**src/rtl/mem_arb_pkg.sv**
```systemverilog
// Shared types and constants for the unified-memory arbiter.
// Statistics counters exist only when MEM_ARB_STATS_EN is defined.
package mem_arb_pkg;

    typedef enum logic [1:0] {
        IDLE,
        ACCESS,
        RESP
    } arb_state_t;

    typedef enum logic {
        GNT_CPU,
        GNT_LDR
    } arb_gnt_t;

    localparam int unsigned STAT_W = 32;

    // Increment that sticks at all-ones instead of wrapping.
    function automatic logic [STAT_W-1:0] sat_inc(input logic [STAT_W-1:0] v);
        return (&v) ? v : v + STAT_W'(1);
    endfunction

endpackage

```
**src/rtl/mem_arb_if.sv**
```systemverilog
// Core, loader and memory-macro signals seen by the arbiter.
// slave = arbiter side, master = requesters and memory side.
interface mem_arb_if #(
    parameter int unsigned ADDR_W = 32,
    parameter int unsigned DATA_W = 32
);

    logic              cpu_req;
    logic              cpu_we;
    logic [ADDR_W-1:0] cpu_addr;
    logic [DATA_W-1:0] cpu_wdata;
    logic [DATA_W-1:0] cpu_rdata;
    logic              cpu_ready;

    logic              ldr_req;
    logic              ldr_we;
    logic [ADDR_W-1:0] ldr_addr;
    logic [DATA_W-1:0] ldr_wdata;
    logic [DATA_W-1:0] ldr_rdata;
    logic              ldr_ready;

    logic              mem_we;
    logic [ADDR_W-1:0] mem_addr;
    logic [DATA_W-1:0] mem_wdata;
    logic [DATA_W-1:0] mem_rdata;

    modport slave (
        input  cpu_req, cpu_we, cpu_addr, cpu_wdata,
        output cpu_rdata, cpu_ready,
        input  ldr_req, ldr_we, ldr_addr, ldr_wdata,
        output ldr_rdata, ldr_ready,
        output mem_we, mem_addr, mem_wdata,
        input  mem_rdata
    );

    modport master (
        output cpu_req, cpu_we, cpu_addr, cpu_wdata,
        input  cpu_rdata, cpu_ready,
        output ldr_req, ldr_we, ldr_addr, ldr_wdata,
        input  ldr_rdata, ldr_ready,
        input  mem_we, mem_addr, mem_wdata,
        output mem_rdata
    );

endinterface

```
**src/rtl/mem_arb_stats.sv**
```systemverilog
// Saturating grant/conflict counters for the arbiter.
// Instantiated only when MEM_ARB_STATS_EN is defined.
module mem_arb_stats
    import mem_arb_pkg::*;
(
    input  logic              clk,
    input  logic              reset,
    input  logic              inc_cpu,
    input  logic              inc_ldr,
    input  logic              inc_conflict,
    output logic [STAT_W-1:0] stat_cpu_grants,
    output logic [STAT_W-1:0] stat_ldr_grants,
    output logic [STAT_W-1:0] stat_conflicts
);

    always_ff @(posedge clk or negedge reset) begin
        if (!reset) begin
            stat_cpu_grants <= '0;
            stat_ldr_grants <= '0;
            stat_conflicts  <= '0;
        end else begin
            if (inc_cpu)      stat_cpu_grants <= sat_inc(stat_cpu_grants);
            if (inc_ldr)      stat_ldr_grants <= sat_inc(stat_ldr_grants);
            if (inc_conflict) stat_conflicts  <= sat_inc(stat_conflicts);
        end
    end

endmodule

```
**src/rtl/mem_arbiter.sv**
```systemverilog
// Arbitrates the unified memory between the core port and the loader/debug port.
// Define MEM_ARB_STATS_EN to add saturating grant/conflict statistics outputs.
module mem_arbiter
    import mem_arb_pkg::*;
#(
    parameter int unsigned ADDR_W         = 32,
    parameter int unsigned DATA_W         = 32,
    parameter int unsigned WAIT_CYCLES    = 1,
    parameter int unsigned LDR_STARVE_MAX = 4
) (
    input  logic              clk,
    input  logic              reset,
    mem_arb_if.slave          bus
`ifdef MEM_ARB_STATS_EN
    ,
    output logic [STAT_W-1:0] stat_cpu_grants,
    output logic [STAT_W-1:0] stat_ldr_grants,
    output logic [STAT_W-1:0] stat_conflicts
`endif
);

    localparam int unsigned CNT_W = (WAIT_CYCLES > 1) ? $clog2(WAIT_CYCLES) : 1;
    localparam int unsigned STV_W = $clog2(LDR_STARVE_MAX + 1);
    localparam logic [CNT_W-1:0] CNT_LOAD = CNT_W'(WAIT_CYCLES - 1);
    localparam logic [STV_W-1:0] STV_MAX  = STV_W'(LDR_STARVE_MAX);

    arb_state_t        state_q,     state_nxt;
    arb_gnt_t          gnt_q,       gnt_nxt;
    logic [CNT_W-1:0]  cnt_q,       cnt_nxt;
    logic [STV_W-1:0]  starve_q,    starve_nxt;
    logic [ADDR_W-1:0] addr_q,      addr_nxt;
    logic [DATA_W-1:0] wdata_q,     wdata_nxt;
    logic              we_q,        we_nxt;
    logic              mem_we_q,    mem_we_nxt;
    logic [DATA_W-1:0] cpu_rdata_q, cpu_rdata_nxt;
    logic [DATA_W-1:0] ldr_rdata_q, ldr_rdata_nxt;
    logic              cpu_ready_q, cpu_ready_nxt;
    logic              ldr_ready_q, ldr_ready_nxt;
    logic              ldr_wins_c;

    // Loader wins when alone, or when it has lost LDR_STARVE_MAX times in a row.
    assign ldr_wins_c = bus.ldr_req && (!bus.cpu_req || (starve_q == STV_MAX));

    always_ff @(posedge clk or negedge reset) begin
        if (!reset) begin
            state_q     <= IDLE;
            gnt_q       <= GNT_CPU;
            cnt_q       <= '0;
            starve_q    <= '0;
            addr_q      <= '0;
            wdata_q     <= '0;
            we_q        <= 1'b0;
            mem_we_q    <= 1'b0;
            cpu_rdata_q <= '0;
            ldr_rdata_q <= '0;
            cpu_ready_q <= 1'b0;
            ldr_ready_q <= 1'b0;
        end else begin
            state_q     <= state_nxt;
            gnt_q       <= gnt_nxt;
            cnt_q       <= cnt_nxt;
            starve_q    <= starve_nxt;
            addr_q      <= addr_nxt;
            wdata_q     <= wdata_nxt;
            we_q        <= we_nxt;
            mem_we_q    <= mem_we_nxt;
            cpu_rdata_q <= cpu_rdata_nxt;
            ldr_rdata_q <= ldr_rdata_nxt;
            cpu_ready_q <= cpu_ready_nxt;
            ldr_ready_q <= ldr_ready_nxt;
        end
    end

    always_comb begin
        state_nxt     = state_q;
        gnt_nxt       = gnt_q;
        cnt_nxt       = cnt_q;
        starve_nxt    = starve_q;
        addr_nxt      = addr_q;
        wdata_nxt     = wdata_q;
        we_nxt        = we_q;
        mem_we_nxt    = 1'b0;
        cpu_rdata_nxt = cpu_rdata_q;
        ldr_rdata_nxt = ldr_rdata_q;
        cpu_ready_nxt = 1'b0;
        ldr_ready_nxt = 1'b0;

        case (state_q)
            IDLE: begin
                if (!bus.ldr_req) starve_nxt = '0;
                if (bus.cpu_req || bus.ldr_req) begin
                    if (ldr_wins_c) begin
                        gnt_nxt    = GNT_LDR;
                        starve_nxt = '0;
                        addr_nxt   = bus.ldr_addr;
                        wdata_nxt  = bus.ldr_wdata;
                        we_nxt     = bus.ldr_we;
                    end else begin
                        gnt_nxt    = GNT_CPU;
                        addr_nxt   = bus.cpu_addr;
                        wdata_nxt  = bus.cpu_wdata;
                        we_nxt     = bus.cpu_we;
                        if (bus.ldr_req && (starve_q != STV_MAX))
                            starve_nxt = STV_W'(starve_q + 1'b1);
                    end
                    // Strobe is registered here so it covers only the first ACCESS cycle.
                    mem_we_nxt = ldr_wins_c ? bus.ldr_we : bus.cpu_we;
                    cnt_nxt    = CNT_LOAD;
                    state_nxt  = ACCESS;
                end
            end

            ACCESS: begin
                if (cnt_q == '0) begin
                    if (gnt_q == GNT_LDR) begin
                        ldr_rdata_nxt = bus.mem_rdata;
                        ldr_ready_nxt = 1'b1;
                    end else begin
                        cpu_rdata_nxt = bus.mem_rdata;
                        cpu_ready_nxt = 1'b1;
                    end
                    state_nxt = RESP;
                end else begin
                    cnt_nxt = CNT_W'(cnt_q - 1'b1);
                end
            end

            RESP: begin
                state_nxt = IDLE;
            end

            default: begin
                state_nxt = IDLE;
            end
        endcase
    end

    assign bus.mem_we    = mem_we_q;
    assign bus.mem_addr  = addr_q;
    assign bus.mem_wdata = wdata_q;
    assign bus.cpu_rdata = cpu_rdata_q;
    assign bus.ldr_rdata = ldr_rdata_q;
    assign bus.cpu_ready = cpu_ready_q;
    assign bus.ldr_ready = ldr_ready_q;

`ifdef MEM_ARB_STATS_EN
    logic grant_c;
    logic grant_cpu_c;
    logic grant_ldr_c;
    logic conflict_c;

    assign grant_c     = (state_q == IDLE) && (bus.cpu_req || bus.ldr_req);
    assign grant_cpu_c = grant_c && !ldr_wins_c;
    assign grant_ldr_c = grant_c && ldr_wins_c;
    assign conflict_c  = (state_q == IDLE) && bus.cpu_req && bus.ldr_req;

    mem_arb_stats u_stats (
        .clk             (clk),
        .reset           (reset),
        .inc_cpu         (grant_cpu_c),
        .inc_ldr         (grant_ldr_c),
        .inc_conflict    (conflict_c),
        .stat_cpu_grants (stat_cpu_grants),
        .stat_ldr_grants (stat_ldr_grants),
        .stat_conflicts  (stat_conflicts)
    );
`endif

endmodule

```
**src/flat_wrapper.sv**
```systemverilog
// flat-port wrapper written by rule: the top's interface ports become plain ports
module mem_arbiter_flat import mem_arb_pkg::*;
#(
    parameter int unsigned ADDR_W         = 32,
    parameter int unsigned DATA_W         = 32,
    parameter int unsigned WAIT_CYCLES    = 1,
    parameter int unsigned LDR_STARVE_MAX = 4
)
  (clk, reset, bus_cpu_req, bus_cpu_we, bus_cpu_addr, bus_cpu_wdata, bus_cpu_rdata, bus_cpu_ready, bus_ldr_req, bus_ldr_we, bus_ldr_addr, bus_ldr_wdata, bus_ldr_rdata, bus_ldr_ready, bus_mem_we, bus_mem_addr, bus_mem_wdata, bus_mem_rdata);
  mem_arb_if #(.ADDR_W(ADDR_W), .DATA_W(DATA_W)) bus_i ();
  input  logic clk;
  input  logic reset;
  input wire logic [$bits(bus_i.cpu_req)-1:0] bus_cpu_req;
  input wire logic [$bits(bus_i.cpu_we)-1:0] bus_cpu_we;
  input wire logic [$bits(bus_i.cpu_addr)-1:0] bus_cpu_addr;
  input wire logic [$bits(bus_i.cpu_wdata)-1:0] bus_cpu_wdata;
  output wire logic [$bits(bus_i.cpu_rdata)-1:0] bus_cpu_rdata;
  output wire logic [$bits(bus_i.cpu_ready)-1:0] bus_cpu_ready;
  input wire logic [$bits(bus_i.ldr_req)-1:0] bus_ldr_req;
  input wire logic [$bits(bus_i.ldr_we)-1:0] bus_ldr_we;
  input wire logic [$bits(bus_i.ldr_addr)-1:0] bus_ldr_addr;
  input wire logic [$bits(bus_i.ldr_wdata)-1:0] bus_ldr_wdata;
  output wire logic [$bits(bus_i.ldr_rdata)-1:0] bus_ldr_rdata;
  output wire logic [$bits(bus_i.ldr_ready)-1:0] bus_ldr_ready;
  output wire logic [$bits(bus_i.mem_we)-1:0] bus_mem_we;
  output wire logic [$bits(bus_i.mem_addr)-1:0] bus_mem_addr;
  output wire logic [$bits(bus_i.mem_wdata)-1:0] bus_mem_wdata;
  input wire logic [$bits(bus_i.mem_rdata)-1:0] bus_mem_rdata;
  assign bus_i.cpu_req = bus_cpu_req;
  assign bus_i.cpu_we = bus_cpu_we;
  assign bus_i.cpu_addr = bus_cpu_addr;
  assign bus_i.cpu_wdata = bus_cpu_wdata;
  assign bus_cpu_rdata = bus_i.cpu_rdata;
  assign bus_cpu_ready = bus_i.cpu_ready;
  assign bus_i.ldr_req = bus_ldr_req;
  assign bus_i.ldr_we = bus_ldr_we;
  assign bus_i.ldr_addr = bus_ldr_addr;
  assign bus_i.ldr_wdata = bus_ldr_wdata;
  assign bus_ldr_rdata = bus_i.ldr_rdata;
  assign bus_ldr_ready = bus_i.ldr_ready;
  assign bus_mem_we = bus_i.mem_we;
  assign bus_mem_addr = bus_i.mem_addr;
  assign bus_mem_wdata = bus_i.mem_wdata;
  assign bus_i.mem_rdata = bus_mem_rdata;
  mem_arbiter #(.ADDR_W(ADDR_W), .DATA_W(DATA_W), .WAIT_CYCLES(WAIT_CYCLES), .LDR_STARVE_MAX(LDR_STARVE_MAX)) u_core (.clk(clk), .reset(reset), .bus(bus_i));
endmodule
```
**config.mk**
```make
export PLATFORM = sky130hd
export DESIGN_NAME = mem_arbiter_flat
export DESIGN_NICKNAME = d
export VERILOG_FILES = /design/src/rtl/mem_arb_pkg.sv /design/src/rtl/mem_arb_if.sv /design/src/rtl/mem_arb_stats.sv /design/src/rtl/mem_arbiter.sv /design/src/flat_wrapper.sv
export SDC_FILE = /design/constraint.sdc
export NUM_CORES = 1
export LEC_CHECK = 0
export BUFFER_PORTS_ARGS = -buffer_cell sky130_fd_sc_hd__buf_2
export CORE_AREA = 2 2 114 116
export CTS_BUF_LIST = sky130_fd_sc_hd__clkbuf_8 sky130_fd_sc_hd__clkbuf_16
export DETAILED_ROUTE_END_ITERATION = 16
export DIE_AREA = 0 0 116 118
export PLACE_DENSITY_LB_ADDON = 0.08
export SLEW_MARGIN = 20
export SYNTH_ARGS = -nofsm -noshare
export SYNTH_HDL_FRONTEND = slang
export SYNTH_SLANG_ARGS = --single-unit
```
**constraint.sdc**
```tcl
create_clock -name clk -period 2.4 [get_ports clk]
set_input_delay 0.24 -clock clk [delete_from_list [all_inputs] [get_ports clk]]
set_output_delay 0.24 -clock clk [all_outputs]
set_load 0.03 [all_outputs]
```
==> flow_metrics.tcl <==
set metrics [dict create \
    worstMarginPinSlew_ns 0.5523 \
    critPathCaptureType "register" \
    cts_sinks 137 \
    wl_per_cell_um 17.94 \
    synth_warnings 0 \
    die_area_mm2 0.01369 \
    synth_area_leaders "dfrtp_1, mux2_2, a221o_1" \
    cp.arrival_ns 2.18 \
    min_path_type "in2reg" \
    initial_core_util_pct 45.76 \
    gp_congestion 0.8095 \
    tritoncts "done" \
    die_w_um 116 \
    clkLatencyLatePin_ns 0.41 \
    grtUsageTotal_pct 23.34 \
    period_minus_slack_ns 1.838 \
    fin_nets 852 \
    ios 297 \
    muxShareOfSynthArea_pct 12.69 \
    status "finished clean" \
    crit_chain "or2_2 > nor3b_4 > buf_4 > a221o_1" \
    antenna_cells 0 \
    route.vias.total 4630 \
    row_count 41 \
    wirelength_um 15590 \
    dpl_worst_slack_ns 0.5804 \
    coreArea_mm2 0.01241 \
    dr.pass1.iters 4 \
    die_y_um 118 \
    maxCapViolations 0 \
    setup_viol_count_final 0 \
    max_stage_delay_ns 0.47 \
    grt_overflow 0 \
    holdPathStages 2 \
    synth_simple_gate_area_share_pct 1.520 \
    synth_top_family_by_area "compound AO/OA/AOI/OAI gates" \
    cts_buffers 17 \
    grt_start_max_net_pins 61 \
    rrSetupSlack_ns 0.56 \
    drive_gt1_share_pct 58.82 \
    cts.path.max_buffers 2 \
    ant_nets 0 \
    clk_pin_slew_ns 0.06 \
    grt_use_met2_pct 39.99 \
    mostFrequentLayoutCells "buf_2, dfrtp_1, o21a_1, a221o_1, mux2_2" \
    r2r_cells 4 \
    vdd_ir_drop_max_mv 0.6379 \
    synth-seq-area-share_pct 60.35 \
    fillers 1015 \
    drtIter0Drc 259 \
    vias_per_cell 5.328 \
    max_freq_ghz 0.5441 \
    final_common_cell "buf_2" \
    p_leak_nw 3.939 \
    syn_avg_cell_area_um2 14.49 \
    numPortBuffers 296 \
    synth_nets 560 \
    period_share_pct 76.59 \
    synth_seq_cells 137 \
    busiest_layer "met2" \
    synth_cells 392 \
    grtUsageMet1_pct 27.82 \
    synth-adder-area-share_pct 0.4405 \
    drv_slew 0 \
    timing.rr.start "u_core.state_q[0]" \
    antenna_found_initial 0 \
    finalHoldViolations 0 \
    place_hpwl_um 11050 \
    worstSetupPathType "reg2reg" \
    hp-start "bus_ldr_wdata[3]" \
    synth_top_cell_by_area "dfrtp_1" \
    ys_types 24 \
    slowest_stage "or2_2" \
    met3_usage_pct 6.385 \
    setup_tns_ns 0 \
    syn_area_mm2 0.005680 \
    start_kind "register" \
    relSlewSlack_pct 63.18 \
    grt_pass1_wl_um 24670 \
    drc 0 \
    htree_levels 4 \
    worstPathMaxFanout 40 \
    finClkSkew_ns 0.003930 \
    rsz0062_at_grt "false" \
    synthXorXnorAreaFrac_pct 0 \
    powerDensity_mw_per_mm2 1634 \
    r2r-end "u_core.bus.mem_wdata[14]" \
    crit_required_ns 2.74 \
    grt_pass1_vias 4825 \
    whs_endpoint "u_core.bus.mem_wdata[3]" \
    syn_to_final_growth_pct 39.54 \
    root_buffer "clkbuf_16" \
    synth_compound_area_share_pct 20.68 \
    p_total_mw 12.95 \
    synth_top_cell_area_share_pct 60.35 \
    setup_ws_ns 0.5619 \
]
[critical path, delay by kind of cell (launching register included)]
kind	cells	cell delay [ns]
AND/OR/NAND/NOR	2	0.71
flip-flops	1	0.37
buffers and inverters	1	0.41
AO/OA/AOI/OAI	1	0.25
[metrics by stage]
step | std cells | hold WS (ns) | util (%) | instance area [um2]
2_1_floorplan | 392 | -0.05559 | - | 5680
3_3_place_gp | 836 | 0.2465 | 58.90 | 7312
3_5_place_dp | 836 | 0.2475 | 58.90 | 7312
4_1_cts | 869 | 0.03360 | 63.85 | 7926
5_1_grt | 869 | 0.04363 | 63.85 | 7926
6_report | 869 | 0.05478 | 63.85 | 7926
[worst max path at each step]
stage                       startpoint                        to  slack [ns]
floorplan           u_core.starve_q[0]   u_core.bus.mem_addr[14]        0.77
global placement     u_core.state_q[0]   u_core.bus.mem_addr[14]        0.67
detailed placement   u_core.state_q[0]  u_core.bus.mem_wdata[14]        0.58
CTS                  u_core.state_q[0]  u_core.bus.mem_wdata[14]        0.57
global route         u_core.state_q[0]  u_core.bus.mem_wdata[14]        0.47
finish               u_core.state_q[0]  u_core.bus.mem_wdata[14]        0.56
[registers in the layout (all words and copies together) (netlist names)]
name and count:
u_core.bus.cpu_ready 1, u_core.state_q 2, u_core.bus.mem_addr 32, u_core.bus.mem_we 1, u_core.starve_q 3, u_core.bus.ldr_ready 1
u_core.gnt_q 1, u_core.bus.mem_wdata 32, u_core.bus.ldr_rdata 32, u_core.bus.cpu_rdata 32
[synthesized netlist by cell type]
cell      count
dfrtp_1     137
a221o_1      64
mux2_2       64
o21a_1       64
buf_2        13
buf_6         9
clkbuf_1      9
buf_4         4
nor2_1        4
inv_1         3
nor2b_1       3
o21ai_0       3
a22o_1        2
ha_1          2
nand4_1       2
a21boi_2      1
a32o_1        1
and3_1        1
buf_1         1
nand2_1       1
nand2b_1      1
nand3_1       1
nor3b_2       1
or2_1         1
[cell families (layout without fill, tap and decap cells)]
group	count (synthesis)	after routing
compound gates	135	135
fa+ha+maj	2	2
buf+inv	39	344
flops	137	137
mux	64	64
simple gates	15	15
[metal layers]
layer | share of wire, % | vias to the layer above
met5 | 0 | -
met4 | 1.7 | 0
met3 | 7.9 | 20
met2 | 52 | 228
met1 | 39 | 2292
li1 | - | 2090
[what timing repair did]
action,CTS,global route
endpoints found under the setup margin,0,0
buffers inserted,0,0
hold endpoints to repair,57,0
hold buffers,1,0
resized for setup,0,0
[power by group]
part	switching (mW)	total, mW	internal, mW
Sequential	0.581	4.04	3.46
Combinational	3.94	6.28	2.34
Clock	0.953	2.63	1.68
[cell type report]
type | count | area [um2] | area share (%)
Inverter | 3 | 11.26 | 0.1421
Multi-Input combinational cell | 216 | 2029 | 25.60
Clock inverter | 13 | 151.4 | 1.910
Sequential cell | 137 | 3428 | 43.25
Clock buffer | 19 | 452.9 | 5.714
Tap cell | 172 | 215.2 | 2.715
Timing Repair Buffer | 309 | 1638 | 20.66
(Power assumes the default switching activity.)
